--- src/rtl/cpu_pkg.sv ---
// Shared CPU definitions: ID/EX control-field bit positions, ALUOp encodings,
// opcodes and the ID/EX pipeline register layout.
package cpu_pkg;

  localparam int CTRL_W = 8;

  // Bit positions inside the packed decoder control byte
  localparam int CTRL_REG_WRITE = 7;
  localparam int CTRL_MEM_REG   = 6;
  localparam int CTRL_MEM_READ  = 5;
  localparam int CTRL_MEM_WRITE = 4;
  localparam int CTRL_ALU_OP_HI = 3;
  localparam int CTRL_ALU_OP_LO = 2;
  localparam int CTRL_ALU_SRC   = 1;
  localparam int CTRL_BRANCH    = 0;

  typedef enum logic [1:0] {
    ALU_OP_ADD   = 2'b00,  // I-type, load, store
    ALU_OP_SUB   = 2'b01,  // beq compare
    ALU_OP_RTYPE = 2'b10   // R-type, also NoOp
  } alu_op_e;

  localparam logic [6:0] OP_RTYPE  = 7'b0110011;
  localparam logic [6:0] OP_ITYPE  = 7'b0010011;
  localparam logic [6:0] OP_LOAD   = 7'b0000011;
  localparam logic [6:0] OP_STORE  = 7'b0100011;
  localparam logic [6:0] OP_BRANCH = 7'b1100011;

  typedef struct packed {
    logic              valid;
    logic [CTRL_W-1:0] ctrl;
    logic [31:0]       rs1_data;
    logic [31:0]       rs2_data;
    logic [31:0]       imm;
    logic [9:0]        funct;
    logic [4:0]        rs1_addr;
    logic [4:0]        rs2_addr;
    logic [4:0]        rd_addr;
  } id_ex_t;

endpackage

--- src/rtl/hazard_detect.sv ---
// Combinational load-use hazard check between the EX-stage load and the
// instruction currently in decode.
module hazard_detect (
  input  logic       ex_valid,
  input  logic       ex_mem_read,
  input  logic [4:0] ex_rd_addr,
  input  logic       id_valid,
  input  logic       id_alu_src,
  input  logic       id_mem_write,
  input  logic [4:0] id_rs1_addr,
  input  logic [4:0] id_rs2_addr,
  output logic       hazard
);

  logic rs1_match, rs2_match, rs2_used;

  assign rs1_match = (ex_rd_addr == id_rs1_addr);
  assign rs2_match = (ex_rd_addr == id_rs2_addr);
  // rs2 matters for register-operand ALU ops and as store data
  assign rs2_used  = ~id_alu_src | id_mem_write;

  assign hazard = ex_valid & ex_mem_read & (ex_rd_addr != 5'd0) & id_valid &
                  (rs1_match | (rs2_match & rs2_used));

endmodule

--- src/rtl/id_ex_pipe.sv ---
// ID/EX pipeline register with bubble insertion and a saturating bubble count.
// Define LOAD_USE_DETECT_EN to enable load-use stall generation.
module id_ex_pipe
  import cpu_pkg::*;
(
  input  logic              clk_i,
  input  logic              rst_i,
  input  logic              valid_i,
  input  logic              flush_i,
  input  logic [CTRL_W-1:0] ctrl_i,
  input  logic [31:0]       rs1_data_i,
  input  logic [31:0]       rs2_data_i,
  input  logic [31:0]       imm_i,
  input  logic [9:0]        funct_i,
  input  logic [4:0]        rs1_addr_i,
  input  logic [4:0]        rs2_addr_i,
  input  logic [4:0]        rd_addr_i,
  output logic              valid_o,
  output logic [CTRL_W-1:0] ctrl_o,
  output logic [31:0]       rs1_data_o,
  output logic [31:0]       rs2_data_o,
  output logic [31:0]       imm_o,
  output logic [9:0]        funct_o,
  output logic [4:0]        rs1_addr_o,
  output logic [4:0]        rs2_addr_o,
  output logic [4:0]        rd_addr_o,
  output logic              stall_o,
  output logic [15:0]       bubble_cnt_o
);

  id_ex_t      ex_q, ex_d;
  logic [15:0] bubble_cnt_q;
  logic        stall, bubble;

`ifdef LOAD_USE_DETECT_EN
  logic hazard;

  hazard_detect u_hazard (
    .ex_valid     (ex_q.valid),
    .ex_mem_read  (ex_q.ctrl[CTRL_MEM_READ]),
    .ex_rd_addr   (ex_q.rd_addr),
    .id_valid     (valid_i),
    .id_alu_src   (ctrl_i[CTRL_ALU_SRC]),
    .id_mem_write (ctrl_i[CTRL_MEM_WRITE]),
    .id_rs1_addr  (rs1_addr_i),
    .id_rs2_addr  (rs2_addr_i),
    .hazard       (hazard)
  );

  // Flush wins: the decode instruction is dead, so holding IF/ID is pointless
  assign stall = hazard & ~flush_i;
`else
  assign stall = 1'b0;
`endif

  assign bubble = stall | flush_i;

  always_comb begin
    ex_d = '0;
    if (!bubble && valid_i) begin
      ex_d.valid    = 1'b1;
      ex_d.ctrl     = ctrl_i;
      ex_d.rs1_data = rs1_data_i;
      ex_d.rs2_data = rs2_data_i;
      ex_d.imm      = imm_i;
      ex_d.funct    = funct_i;
      ex_d.rs1_addr = rs1_addr_i;
      ex_d.rs2_addr = rs2_addr_i;
      ex_d.rd_addr  = rd_addr_i;
    end
  end

  always_ff @(posedge clk_i) begin
    if (rst_i) begin
      ex_q         <= '0;
      bubble_cnt_q <= '0;
    end else begin
      ex_q <= ex_d;
      if (bubble && bubble_cnt_q != 16'hFFFF)
        bubble_cnt_q <= bubble_cnt_q + 16'd1;
    end
  end

  assign valid_o      = ex_q.valid;
  assign ctrl_o       = ex_q.ctrl;
  assign rs1_data_o   = ex_q.rs1_data;
  assign rs2_data_o   = ex_q.rs2_data;
  assign imm_o        = ex_q.imm;
  assign funct_o      = ex_q.funct;
  assign rs1_addr_o   = ex_q.rs1_addr;
  assign rs2_addr_o   = ex_q.rs2_addr;
  assign rd_addr_o    = ex_q.rd_addr;
  assign stall_o      = stall;
  assign bubble_cnt_o = bubble_cnt_q;

endmodule

--- config.mk ---
export PLATFORM = sky130hd
export DESIGN_NAME = id_ex_pipe
export DESIGN_NICKNAME = d
export VERILOG_FILES = /design/src/rtl/cpu_pkg.sv /design/src/rtl/hazard_detect.sv /design/src/rtl/id_ex_pipe.sv
export SDC_FILE = /design/constraint.sdc
export NUM_CORES = 1
export LEC_CHECK = 0
export CAP_MARGIN = 0
export CORE_ASPECT_RATIO = 1.5
export CORE_MARGIN = 2
export CORE_UTILIZATION = 32
export DETAILED_ROUTE_END_ITERATION = 16
export GPL_ROUTABILITY_DRIVEN = 0
export PLACE_DENSITY = 0.78
export SLEW_MARGIN = 20
export SYNTH_ARGS = -nofsm -noshare
export SYNTH_HDL_FRONTEND = slang
export SYNTH_SLANG_ARGS = --single-unit
--- constraint.sdc ---
create_clock -name clk_i -period 1.8 [get_ports clk_i]
set_clock_uncertainty 0.1 [all_clocks]
set_input_delay 0.36 -clock clk_i [delete_from_list [all_inputs] [get_ports clk_i]]
set_output_delay 0.36 -clock clk_i [all_outputs]
set_load 0.01 [all_outputs]
==> flow_summary.ini <==
[critical_path]
worst_ep_required_time_ns = 1.98
crit_path_cell_trace = buf_4, nand3_1, buf_4, nor4_1, buf_4, nor4bb_1, nor3_1
path_class = register to register
critPathBufInv = 3
arrival_ns = 1.93
setup.worst_path.end_class = register
start_kind = register
critPathMaxStageDelay_ns = 0.36
cp_common_cell = buf_4
crit_slowest_cell = dfxtp_2
cp_max_fo = 4
critical-path-top-delay-family = simple AND/OR/NAND/NOR gates

[place]
preCtsSetupSlack_ns = -0.3111
io_buffers = 278
dp.final_hpwl_um = 10710
placed_area_mm2 = 0.007487

[die]
io_pins = 280
die-width_um = 98.90
core_mm2 = 0.01334
die-area_mm2 = 0.01447
start_util_pct = 32.41
die_h_um = 146.4
num_rows = 52

[logic_synthesis]
ys.flop_type = dfxtp_1
yosysWarnings = 0
synthCells = 373
netlist_area_mm2 = 0.004323
synth_seq_area_share_pct = 67.61
synth.distinct_cells = 40
avgSynthCellArea_um2 = 11.59
synth_seq_cells = 146
synth_top_area_share_pct = 67.61
synth-edff-count = 0
synth.area.top_cells = dfxtp_1, and2_1, clkbuf_1
synth_nets = 507
yosys.area.top_type = dfxtp_1
synth-async-reset-ratio_pct = 0

[run_status]
status = finished, final reports clean

[pwr]
power_leakage_uw = 0.003280
ir_worst_vdd_mv = 0.5620
power_density_mw_per_mm2 = 912.6

[sta]
slew_violations = 0
setup_ws_ns = 0.04957
setup_viol_count_final = 0
tns_ns = 0
fmax_mhz = 571.3
hold_viol_final = 0
rsz0062_at_grt = yes
fin_crit_ns = 1.750
period_share_pct = 97.25

[hold_path]
hp-class = input port to register

[cts]
cts_tree = built
ctsHoldBuffers = 0
cts.sinks = 146
cts_made_buffers = 17
clk_path_buf_depth = 2
htree_levels = 4
clock_latency_ns = 0.40
root_buffer = clkbuf_16
clk_pin_slew_worst_paths_ns = 0.06

[routing]
post_drt_wl_per_cell_um = 15.61
drt-total-wl_um = 13370
detail_route.vias_per_cell = 4.396
ant_nets = 0
vias = 3767
first_pass_iters = 4
drc = 0
drt_iter0_drc = 123

[cells_and_area]
area_growth_pct = 87.41
fin_area_mm2 = 0.008102
drive_above_1_share_pct = 11.24
fin_nets = 816

[grt]
overflow = 0
antenna_found_initial = 1
grt_pass1_wl_um = 20200
grt_max_degree = 56
grt_pass1_vias = 4101
grt.total_usage_pct = 18.03

[run]
maxCapViolCount = 0
## cells in the mapped netlist, types with 2 or more instances
| cell type | n |
|---|---|
| clkbuf_1 | 15 |
| nand2_1 | 8 |
| a211oi_1 | 5 |
| dfxtp_1 | 146 |
| or3_1 | 3 |
| nand4_1 | 3 |
| o21ai_0 | 4 |
| nor2_1 | 9 |
| nand3_1 | 6 |
| nor4_1 | 3 |
| buf_2 | 2 |
| a31oi_1 | 2 |
| and3_1 | 2 |
| a21oi_1 | 3 |
| nor3_1 | 7 |
| inv_1 | 3 |
| and2_1 | 129 |
## worst register-to-register path, cell delays in order (launching register included)
cell,delay (ns)
dfxtp_2,0.36
buf_4,0.14
nand3_1,0.09
buf_4,0.15
nor4_1,0.30
buf_4,0.20
nor4bb_1,0.23
nor3_1,0.07
## per-layer routing
| layer | global-route usage [%] | wire [µm] | vias up |
|---|---|---|---|
| li1 | - | - | 1818 |
| met1 | 16.10 | 4407 | 1714 |
| met2 | 33.78 | 7252 | 203 |
| met3 | 8.521 | 1322 | 32 |
| met4 | 7.603 | 392 | 0 |
| met5 | 0 | 0 | - |
## final cells by class
class | count | area (µm²)
clock buffers | 20 | 456.7
flip-flops and latches | 146 | 2934
repair buffers | 308 | 3027
fillers | 1079 | 5236
inverters | 3 | 11.26
diodes | 1 | 2.502
well taps | 162 | 202.7
multi-input cells | 206 | 1340
clock inverters | 11 | 127.6
## through the flow
step	hold WS [ns]	instances	power, µW	utilization [%]
detailed placement	0.4637	823	4039	56.14
floorplan	0.3817	373	3542	-
global placement	0.4448	823	4024	56.14
finish	0.4112	857	7393	60.74
global route	0.3933	856	7670	60.72
CTS	0.3907	854	7499	60.42
## what timing repair did
action                                  in CTS  in global routing
gates resized for setup                     24                  7
gates cloned                                 0                  0
pin swaps                                    0                  3
setup buffers                                0                  2
endpoints found under the setup margin      17                 13
## power by group
group | internal [µW] | total [µW] | switching [µW]
Sequential | 3320 | 3340 | 26.7
Combinational | 442 | 621 | 179
Clock | 2120 | 3430 | 1310
Total | 5870 | 7390 | 1520
## sequential cells by signal, indices dropped and copies added (netlist names)
name / flops
bubble_cnt_o: 16
ctrl_o: 8
funct_o: 10
imm_o: 32
rd_addr_o: 5
rs1_addr_o: 5
rs1_data_o: 32
rs2_addr_o: 5
rs2_data_o: 32
valid_o: 1
## worst paths after layout
path                                 startpoint               end  slack, ns  depth (start not counted)
worst min-delay path              rs1_data_i[0]     rs1_data_o[0]       0.41                          2
worst max register to register  bubble_cnt_o[0]  bubble_cnt_o[15]       0.05                          7
worst max-delay path            bubble_cnt_o[0]  bubble_cnt_o[15]       0.05                          7
worst min register to register  bubble_cnt_o[3]   bubble_cnt_o[3]       0.43                          2
## cells by family after synthesis
group / share of synthesized area, %
and+or+nand+nor: 25.82
DFF: 67.61
AOI/OAI and AO/OA: 3.531
buffers and inverters: 1.968
muxes: 0.4920
adders and majority gates: 0.2894
other: 0.08675
xor gates and xnor gates: 0.2026
## cell usage in the layout, fill, tap and decap left out, drive strengths merged, types with 2 or more instances in the layout
master / instances
nand2: 8
a21oi: 3
nand3: 7
buf: 30
nor2: 9
nor4: 4
clkinvlp: 3
nand4: 4
inv: 6
dfxtp: 146
or3: 3
and3: 2
and2: 129
clkinv: 3
clkdlybuf4s50: 260
a31oi: 2
nor3: 7
a211oi: 5
o41ai: 2
clkbuf: 20
bufinv: 2
dlygate4sd2: 17
o21ai: 4
Note: power is estimated with default switching activity, not from simulation.
